### config.mk
export PLATFORM = sky130hd
export DESIGN_NAME = core_sequencer
export DESIGN_NICKNAME = d
export VERILOG_FILES = /design/src/rtl/core_sequencer_pkg.sv /design/src/rtl/core_sequencer_pc_counter.sv /design/src/rtl/core_sequencer.sv
export SDC_FILE = /design/constraint.sdc
export NUM_CORES = 1
export LEC_CHECK = 0
export CORE_MARGIN = 1
export CORE_UTILIZATION = 45
export CTS_BUF_LIST = sky130_fd_sc_hd__clkbuf_4
export DETAILED_ROUTE_END_ITERATION = 7
export PLACE_DENSITY = 0.83
export SLEW_MARGIN = 20
export SYNTH_ARGS = -nofsm -noshare
export SYNTH_HDL_FRONTEND = slang
export SYNTH_SLANG_ARGS = --single-unit
### constraint.sdc
create_clock -name clock -period 2.27 [get_ports clock]
set_clock_uncertainty 0.05 [all_clocks]
set_input_delay 0.454 -clock clock [delete_from_list [all_inputs] [get_ports clock]]
set_output_delay 0.454 -clock clock [all_outputs]
set_load 0.03 [all_outputs]
### src/rtl/core_sequencer_pkg.sv
// Shared definitions for the core sequencer: PC width, opcodes, FSM states.
// SEQ_SINGLE_STEP_EN adds the HOLD state used while waiting for a step pulse.
package core_sequencer_pkg;

    localparam int PC_WIDTH = 16;

    typedef enum logic [3:0] {
        NOP = 4'd0,
        INC = 4'd1,
        DEC = 4'd2,
        MVR = 4'd3,
        MVL = 4'd4,
        PSH = 4'd5,
        POP = 4'd6,
        CBF = 4'd7,
        CBB = 4'd8
    } op_code;

`ifdef SEQ_SINGLE_STEP_EN
    typedef enum logic [2:0] {IDLE, FETCH, EXEC, MEM, HALT, HOLD} seq_state;
`else
    typedef enum logic [2:0] {IDLE, FETCH, EXEC, MEM, HALT} seq_state;
`endif

    // Every opcode except NOP touches data memory before it can commit.
    function automatic logic op_needs_mem(input op_code op);
        case (op)
            INC, DEC, PSH, POP, MVR, MVL, CBF, CBB: return 1'b1;
            default:                               return 1'b0;
        endcase
    endfunction

endpackage

### src/rtl/core_sequencer_pc_counter.sv
// Program counter register with synchronous clear and increment (wraps modulo 2^PC_WIDTH).
module pc_counter
    import core_sequencer_pkg::*;
(
    input  logic                clock,
    input  logic                reset,
    input  logic                clear,
    input  logic                incr,
    output logic [PC_WIDTH-1:0] pc
);

    always_ff @(posedge clock) begin
        if (reset || clear) begin
            pc <= '0;
        end else if (incr) begin
            pc <= pc + PC_WIDTH'(1);
        end
    end

endmodule

### src/rtl/core_sequencer.sv
// Fetch/execute sequencer issuing one commit strobe per instruction to core_control.
// Optional SEQ_SINGLE_STEP_EN adds a step input that gates every launch into FETCH.
module core_sequencer
    import core_sequencer_pkg::*;
(
    input  logic                clock,
    input  logic                reset,
    input  logic                start,
    input  logic                halt_req,
    input  logic [PC_WIDTH-1:0] prog_len,
    input  logic                imem_ack,
    input  op_code              instr,
    input  logic                dmem_ack,
`ifdef SEQ_SINGLE_STEP_EN
    input  logic                step,
`endif
    output logic [PC_WIDTH-1:0] pc,
    output op_code              ir,
    output logic                imem_req,
    output logic                dmem_req,
    output logic                commit_en,
    output logic                busy,
    output logic                done
);

    seq_state            state, state_n, run_n, launch_n, boundary_n;
    logic [PC_WIDTH-1:0] pc_plus1;
    logic                pc_clr, pc_inc, ir_load, commit;

    pc_counter u_pc (
        .clock (clock),
        .reset (reset),
        .clear (pc_clr),
        .incr  (pc_inc),
        .pc    (pc)
    );

`ifdef SEQ_SINGLE_STEP_EN
    assign run_n = step ? FETCH : HOLD;
    assign busy  = (state == FETCH) || (state == EXEC) || (state == MEM) || (state == HOLD);
`else
    assign run_n = FETCH;
    assign busy  = (state == FETCH) || (state == EXEC) || (state == MEM);
`endif

    // The boundary test looks at the pc value the committing instruction is about to write.
    assign pc_plus1   = pc + PC_WIDTH'(1);
    assign boundary_n = ((pc_plus1 == prog_len) || halt_req) ? HALT : run_n;
    assign launch_n   = (prog_len == '0) ? HALT : run_n;
    assign done       = (state == HALT);
    assign commit_en  = commit & ~reset;

    always_ff @(posedge clock) begin
        if (reset) begin
            state <= IDLE;
        end else begin
            state <= state_n;
        end
    end

    always_ff @(posedge clock) begin
        if (reset) begin
            ir <= NOP;
        end else if (ir_load) begin
            ir <= instr;
        end
    end

    always_comb begin
        state_n  = state;
        imem_req = 1'b0;
        dmem_req = 1'b0;
        commit   = 1'b0;
        pc_clr   = 1'b0;
        pc_inc   = 1'b0;
        ir_load  = 1'b0;
        case (state)
            IDLE, HALT: begin
                if (start) begin
                    pc_clr  = 1'b1;
                    state_n = launch_n;
                end
            end
            FETCH: begin
                imem_req = 1'b1;
                if (imem_ack) begin
                    ir_load = 1'b1;
                    state_n = EXEC;
                end
            end
            EXEC: begin
                if (op_needs_mem(ir)) begin
                    state_n = MEM;
                end else begin
                    commit  = 1'b1;
                    pc_inc  = 1'b1;
                    state_n = boundary_n;
                end
            end
            MEM: begin
                dmem_req = 1'b1;
                if (dmem_ack) begin
                    commit  = 1'b1;
                    pc_inc  = 1'b1;
                    state_n = boundary_n;
                end
            end
`ifdef SEQ_SINGLE_STEP_EN
            HOLD: begin
                if (halt_req) begin
                    state_n = HALT;
                end else if (step) begin
                    state_n = FETCH;
                end
            end
`endif
            default: state_n = IDLE;
        endcase
    end

endmodule

[Word-level counts from Yosys, hierarchy flattened]
Memory sizes are Yosys's and may differ from the RTL's. A register that Yosys moved wholly into a read port is not among the register bits.
Cells that the tools add are included.
Word-level totals
  register bits: 23
  bits in latches: 0
  bits in writable memories: 0
  memory bits (read-only): 16
  bits of input ports: 26
  output and inout port bits: 25
  logic and storage cells: 42
  memories kept: 1
Cells by class
  add/subtract/negate cells: 1
  multipliers: 0
  div/mod/pow operators: 0
  $lt $le $gt $ge: 0
  equality and inequality tests: 8
  shift operators: 0
  multiplexer cells: 19
  bitwise logic cells: 2
  reductions and logical operators: 8
Memory list
  (no name shown): words 16, bits a word 1, read ports 1, clocked after memory_dff 1, write ports 0, RTL line core_sequencer_pkg.sv:27  | case (op)
Operators with widths (number)
  3-bit two-way mux: 6
  16-bit by 1-bit adder with 16-bit output, second input constant: 1
  16-bit == test: 1
  16-bit logical NOT: 1
  3-bit case mux with 4 select lines: 1
  1-bit two-way mux: 9
  4-bit two-way mux: 2
  3-bit by 2-bit == test with 1-bit output, second input constant: 2
  2-bit inequality test, second input constant: 3
  1-bit logical OR: 4
  3-bit by 1-bit == test with 1-bit output, second input constant: 1
  3-bit == test, second input constant: 1
  3-bit logical NOT: 1
  3-bit AND reduction: 1
  1-bit case mux with 2 select lines: 1
  2-bit OR reduction: 1
  1-bit AND: 1
  1-bit NOT: 1

[Longest topological paths before layout]
  depth in word-level cells: 6
  gate-level depth with buffers: 8
  gate-level depth less buffers: 7

[Hierarchy]
From an unflattened synthesis, not the netlist that was laid out.
Unflattened totals
  cells, all modules: 208
  area total of the unflattened synthesis: 1675.4 sq um
By module, submodules not included
  core_sequencer: times used 1, cells an instance 127, area an instance 958.4 sq um, seq. area each 160.2 sq um
  pc_counter: times used 1, cells an instance 81, area an instance 716.9 sq um, seq. area each 320.3 sq um

[Least setup slack after synthesis]
Ideal clock, no wire load.
  kind: register -> register
  start: reg u_pc.pc[1]
  end: reg state[2]
  setup time: 0.116 ns
  arrival: 2.136 ns
  required time: 2.104 ns
  setup slack: -0.032 ns
  cell stages (with the launch flop): 9
  buffers on the path: 1
  period minus slack after synthesis: 2.302 ns
  path through: dfxtp_1 -> ha_1 -> clkbuf_1 -> and4_1 -> nand3_1 -> and3_1 -> o31ai_1 -> a21oi_1 -> a41o_1
On the way
  longest elaborated chain between the ends: 6
  elaborated cells on any way between the ends: 7
  classes of those cells: 1 x add/sub; 1 x eq/ne; 4 x mux; 1 x reduce/logical
RTL lines
  from (decl): RTL line core_sequencer_pc_counter.sv:9  | output logic [PC_WIDTH-1:0] pc
  from (signal assigned): RTL line core_sequencer_pc_counter.sv:16  | pc <= pc + PC_WIDTH'(1);
  16-bit by 1-bit adder with 16-bit output *: RTL line core_sequencer.sv:47  | assign pc_plus1 = pc + PC_WIDTH'(1);
  16-bit == test *: RTL line core_sequencer.sv:48  | assign boundary_n = ((pc_plus1 == prog_len) || halt_req) ? HALT : run_n;
  1-bit logical OR *: RTL line core_sequencer.sv:48
  3-bit two-way mux *: RTL line core_sequencer.sv:48
  3-bit two-way mux (on tied branches): RTL line core_sequencer.sv:102, core_sequencer.sv:92
  3-bit case mux with 4 select lines *: RTL line core_sequencer.sv:77  | case (state)
  to (signal assigned): RTL line core_sequencer.sv:57  | state <= state_n;
  to (decl): RTL line core_sequencer.sv:26  | seq_state state, state_n, run_n, launch_n, boundary_n;
Every way passes the cells marked *; elsewhere a longest branch is shown, timed or not. The select of a mux whose other input is x is not followed.
A chain may end at the register's enable or synchronous reset.

[Worst setup path in the final report]
  start: in dmem_ack
  end: out commit_en
On the way
  longest elaborated chain between the ends: 3
RTL lines
  from (decl): RTL line core_sequencer.sv:13  | input logic dmem_ack,
  1-bit two-way mux: RTL line core_sequencer.sv:102  | if (dmem_ack) begin
  1-bit case mux with 2 select lines: RTL line core_sequencer.sv:77
  1-bit AND: RTL line core_sequencer.sv:51  | assign commit_en = commit & ~reset;
  to (decl): RTL line core_sequencer.sv:21  | output logic commit_en,
Every way passes these cells.

==> impl_metrics.xml <==
<?xml version="1.0" encoding="UTF-8"?>
<metrics>
  <group name="setup_path">
    <metric name="timing.setup.critical_path_class" unit="">in2out</metric>
    <metric name="cp_data_required_time" unit="ps">1770</metric>
    <metric name="launching_element_type_of_the_critical_path" unit="">input port</metric>
    <metric name="reg2regPathDepth" unit="">7</metric>
    <metric name="crit_path_end_kind" unit="">output pin</metric>
    <metric name="path_max_fanout" unit="">4</metric>
    <metric name="worstPathArrival" unit="ps">1690</metric>
  </group>
  <group name="synth">
    <metric name="mappedNetlistNets" unit="">258</metric>
    <metric name="synth_ff_type" unit="">dfxtp_1</metric>
    <metric name="synth_seq_area_share" unit="">0.266</metric>
    <metric name="number_of_synthesized_flops_with_an_enable_pin" unit="">0</metric>
    <metric name="postSynthAreaPerCell" unit="sq um">7.83</metric>
    <metric name="async_flop_share" unit="">0</metric>
    <metric name="synthesis.yosys.warnings" unit="">0</metric>
    <metric name="gate_count_of_the_mapped_netlist" unit="">231</metric>
    <metric name="postSynthRegisterBits" unit="">24</metric>
    <metric name="syn_area" unit="sq mm">0.00181</metric>
    <metric name="yosysUniqueCellTypes" unit="">57</metric>
  </group>
  <group name="global_routing">
    <metric name="grt_use_met3" unit="">0.0243</metric>
    <metric name="busiest_layer" unit="">met2</metric>
    <metric name="grt.total_usage" unit="">0.249</metric>
    <metric name="grt_antenna_before_repair" unit="">0</metric>
    <metric name="global_route_wire_length_before_repair" unit="um">8400</metric>
    <metric name="sum_of_overflow_across_all_layers_after_global_routing" unit="">0</metric>
    <metric name="grt_use_met2" unit="">0.412</metric>
    <metric name="grt_util_met1" unit="">0.340</metric>
    <metric name="grt_pass1_vias" unit="">1863</metric>
    <metric name="largest_net_degree_at_the_start_of_global_routing" unit="">17</metric>
  </group>
  <group name="drt">
    <metric name="via_count" unit="">2015</metric>
    <metric name="post-route-drc-count" unit="">0</metric>
    <metric name="routed_wl" unit="um">5150</metric>
    <metric name="routed_via_density" unit="">5.74</metric>
    <metric name="antenna_violating_nets_post_route" unit="">0</metric>
    <metric name="wire_per_inst" unit="um">14.7</metric>
    <metric name="detailedRoute.firstIterationViolations" unit="">85</metric>
    <metric name="drt_pre_antenna_iters" unit="">6</metric>
  </group>
  <group name="sta">
    <metric name="setup_violations" unit="">0</metric>
    <metric name="post-route-min-period" unit="ps">2200</metric>
    <metric name="least_margin_pin_slew" unit="ps">554</metric>
    <metric name="final.period_utilization" unit="">0.968</metric>
    <metric name="fmax" unit="MHz">455</metric>
    <metric name="timing.hold.ws" unit="ps">455</metric>
    <metric name="timing_hold_violations_final" unit="">0</metric>
    <metric name="timing.final.ws_setup" unit="ps">71.9</metric>
    <metric name="timing.max_slew.rel_slack" unit="">0.621</metric>
    <metric name="slew_viol_final" unit="">0</metric>
  </group>
  <group name="cells_and_area">
    <metric name="fillCellCount" unit="">317</metric>
    <metric name="antenna_cells_inserted" unit="">0</metric>
    <metric name="syn_to_final_growth" unit="%">45.9</metric>
    <metric name="postLayoutCellArea" unit="sq mm">0.00264</metric>
    <metric name="num-nets-final" unit="">331</metric>
    <metric name="drive_gt1_frac" unit="">0.188</metric>
  </group>
  <group name="power_and_ir_drop">
    <metric name="total_power" unit="uW">969</metric>
    <metric name="power-per-cell-area" unit="mW/mm^2">367</metric>
    <metric name="ir_drop" unit="mV">0.267</metric>
    <metric name="cellLeakagePower" unit="nW">0.980</metric>
  </group>
  <group name="clocking">
    <metric name="clkLatencyLatePin" unit="ps">320</metric>
    <metric name="cts_max_path_buffers" unit="">2</metric>
    <metric name="cts_made_buffers" unit="">3</metric>
    <metric name="cts.reportedPaths.clkPinSlew" unit="ps">140</metric>
    <metric name="tritoncts" unit="">done</metric>
    <metric name="htreeDepth" unit="">1</metric>
    <metric name="post-cts-setup-buffers" unit="">0</metric>
    <metric name="cts_num_sinks" unit="">24</metric>
    <metric name="cts_root_buffer" unit="">clkbuf_4</metric>
  </group>
  <group name="floorplan">
    <metric name="initial_utilization" unit="">0.483</metric>
    <metric name="design.portCount" unit="">51</metric>
    <metric name="floorplan.die.width" unit="um">65.4</metric>
    <metric name="fp-row-count" unit="">22</metric>
    <metric name="die_span_in_y" unit="um">65.4</metric>
    <metric name="core_area" unit="sq mm">0.00374</metric>
    <metric name="die_area" unit="sq mm">0.00428</metric>
  </group>
  <group name="hold_path">
    <metric name="min_path_type" unit="">reg2reg</metric>
    <metric name="min_delay_path_depth" unit="">1</metric>
  </group>
  <group name="placed_design">
    <metric name="post_dp_cell_area" unit="sq mm">0.00255</metric>
    <metric name="port-buffer-count" unit="">50</metric>
    <metric name="dp_hpwl" unit="um">3880</metric>
    <metric name="detailedPlace.worstSlack" unit="ps">-84.3</metric>
    <metric name="weighted_congestion_at_the_end_of_routability_driven_global_placement" unit="">0.901</metric>
  </group>
  <group name="job">
    <metric name="max-cap-violations" unit="">0</metric>
  </group>
  <group name="status">
    <metric name="status" unit="">completed</metric>
  </group>
</metrics>
final timing paths:
kind | from | to | slack [ps]
min | state[2] | state[1] | 460
max | dmem_ack | commit_en | 70
max reg2reg | u_pc.pc[0] | state[0] | 110
min reg2reg | state[2] | state[1] | 460
worst max-delay path: stages:
cell	delay, ps
clkdlybuf4s50_1	480
nor2b_1	70
or3_4	410
nor2_2	130
buf_6	150
registers in the layout (all words and copies together), names as in the netlist, named ones only:
signal	count
u_pc.pc	16
ir	4
state	3
per-stage QoR:
step	instances	setup TNS [ps]	util
final	351	0	0.705
after global routing	351	-16.8	0.705
after CTS	351	0	0.696
after detailed placement	347	-89.1	0.680
after global placement	347	-9.61	0.680
after floorplan	231	0	-
Yosys cell counts, drive strengths merged, types with 2 or more instances:
library cell | number | area, sq um
nor4 | 5 | 31.3
nand4 | 10 | 62.6
or3 | 5 | 31.3
a211oi | 2 | 15.0
mux2i | 6 | 60.1
xnor2 | 18 | 158
nand3 | 8 | 40.0
dfxtp | 24 | 480
a22oi | 2 | 15.0
a31oi | 3 | 18.8
nand3b | 2 | 15.0
nor3 | 9 | 45.0
inv | 4 | 15.0
and4 | 3 | 26.3
nor4b | 2 | 23.8
o22ai | 2 | 12.5
nor2 | 31 | 119
buf | 4 | 23.8
and3 | 4 | 31.3
a21oi | 7 | 35.0
nand2 | 17 | 73.8
o21ai | 4 | 20.0
and2 | 4 | 25.0
a311oi | 2 | 17.5
a2bb2oi | 2 | 17.5
nor2b | 2 | 12.5
clkbuf | 10 | 37.5
o32ai | 2 | 17.5
nand2b | 4 | 25.0
and4b | 2 | 20.0
nor3b | 2 | 15.0
xor2 | 12 | 105
cell families (layout without fill, tap and decap cells):
group / count (synthesis) / after routing / share of synthesized area
AND/OR/NAND/NOR: 112 / 112 / 0.341
AO/OA/AOI/OAI: 39 / 39 / 0.160
XOR/XNOR: 30 / 30 / 0.145
flip-flops: 24 / 24 / 0.266
buffers and inverters: 18 / 90 / 0.0422
multiplexers: 6 / 6 / 0.0332
adder cells (fa/ha/maj): 2 / 2 / 0.0125
where the power goes:
group	switching (mW)	internal [mW]	leakage (nW)	total, mW
sequential	0.00931	0.429	0.196	0.439
clock	0.140	0.179	0.0279	0.319
combinational	0.0995	0.112	0.755	0.211
total	0.249	0.720	0.980	0.969
final cells by class:
cell class | count | area, sq um | share of cell area
clock inverters | 1 | 30.0 | 0.0114
flip-flops and latches | 24 | 490 | 0.186
repair buffers | 82 | 742 | 0.281
well taps | 48 | 60.1 | 0.0228
inverters | 4 | 15.0 | 0.00569
multi-input cells | 189 | 1280 | 0.484
clock buffers | 3 | 22.5 | 0.00854
per-layer routing:
layer | routed length, um | part of all wire
met5 | 0 | 0
met4 | 83 | 0.016
met3 | 387 | 0.075
met1 | 2260 | 0.44
met2 | 2410 | 0.47
repair_timing:
action | 4_1_cts | 5_1_grt
hold buffers | 0 | 0
setup endpoints to repair | 4 | 5
gates resized for setup | 6 | 10
cell usage in the layout (no fill, tap or decap), types with 3 or more instances in the layout:
cell	netlist	final
a21oi_1	7	7
a31oi_1	3	3
and2_1	4	4
buf_4	2	32
clkbuf_4	0	3
clkdlybuf4s50_1	0	46
dfxtp_1	24	20
inv_1	4	4
mux2i_1	6	6
nand2_1	15	15
nand2b_1	4	3
nand3_1	8	8
nand4_1	10	10
nor2_1	30	29
nor3_1	9	9
nor4_1	5	4
o21ai_0	4	4
or3_1	5	4
xnor2_1	18	18
xor2_1	12	12
Note: power is estimated with default switching activity, not from simulation.
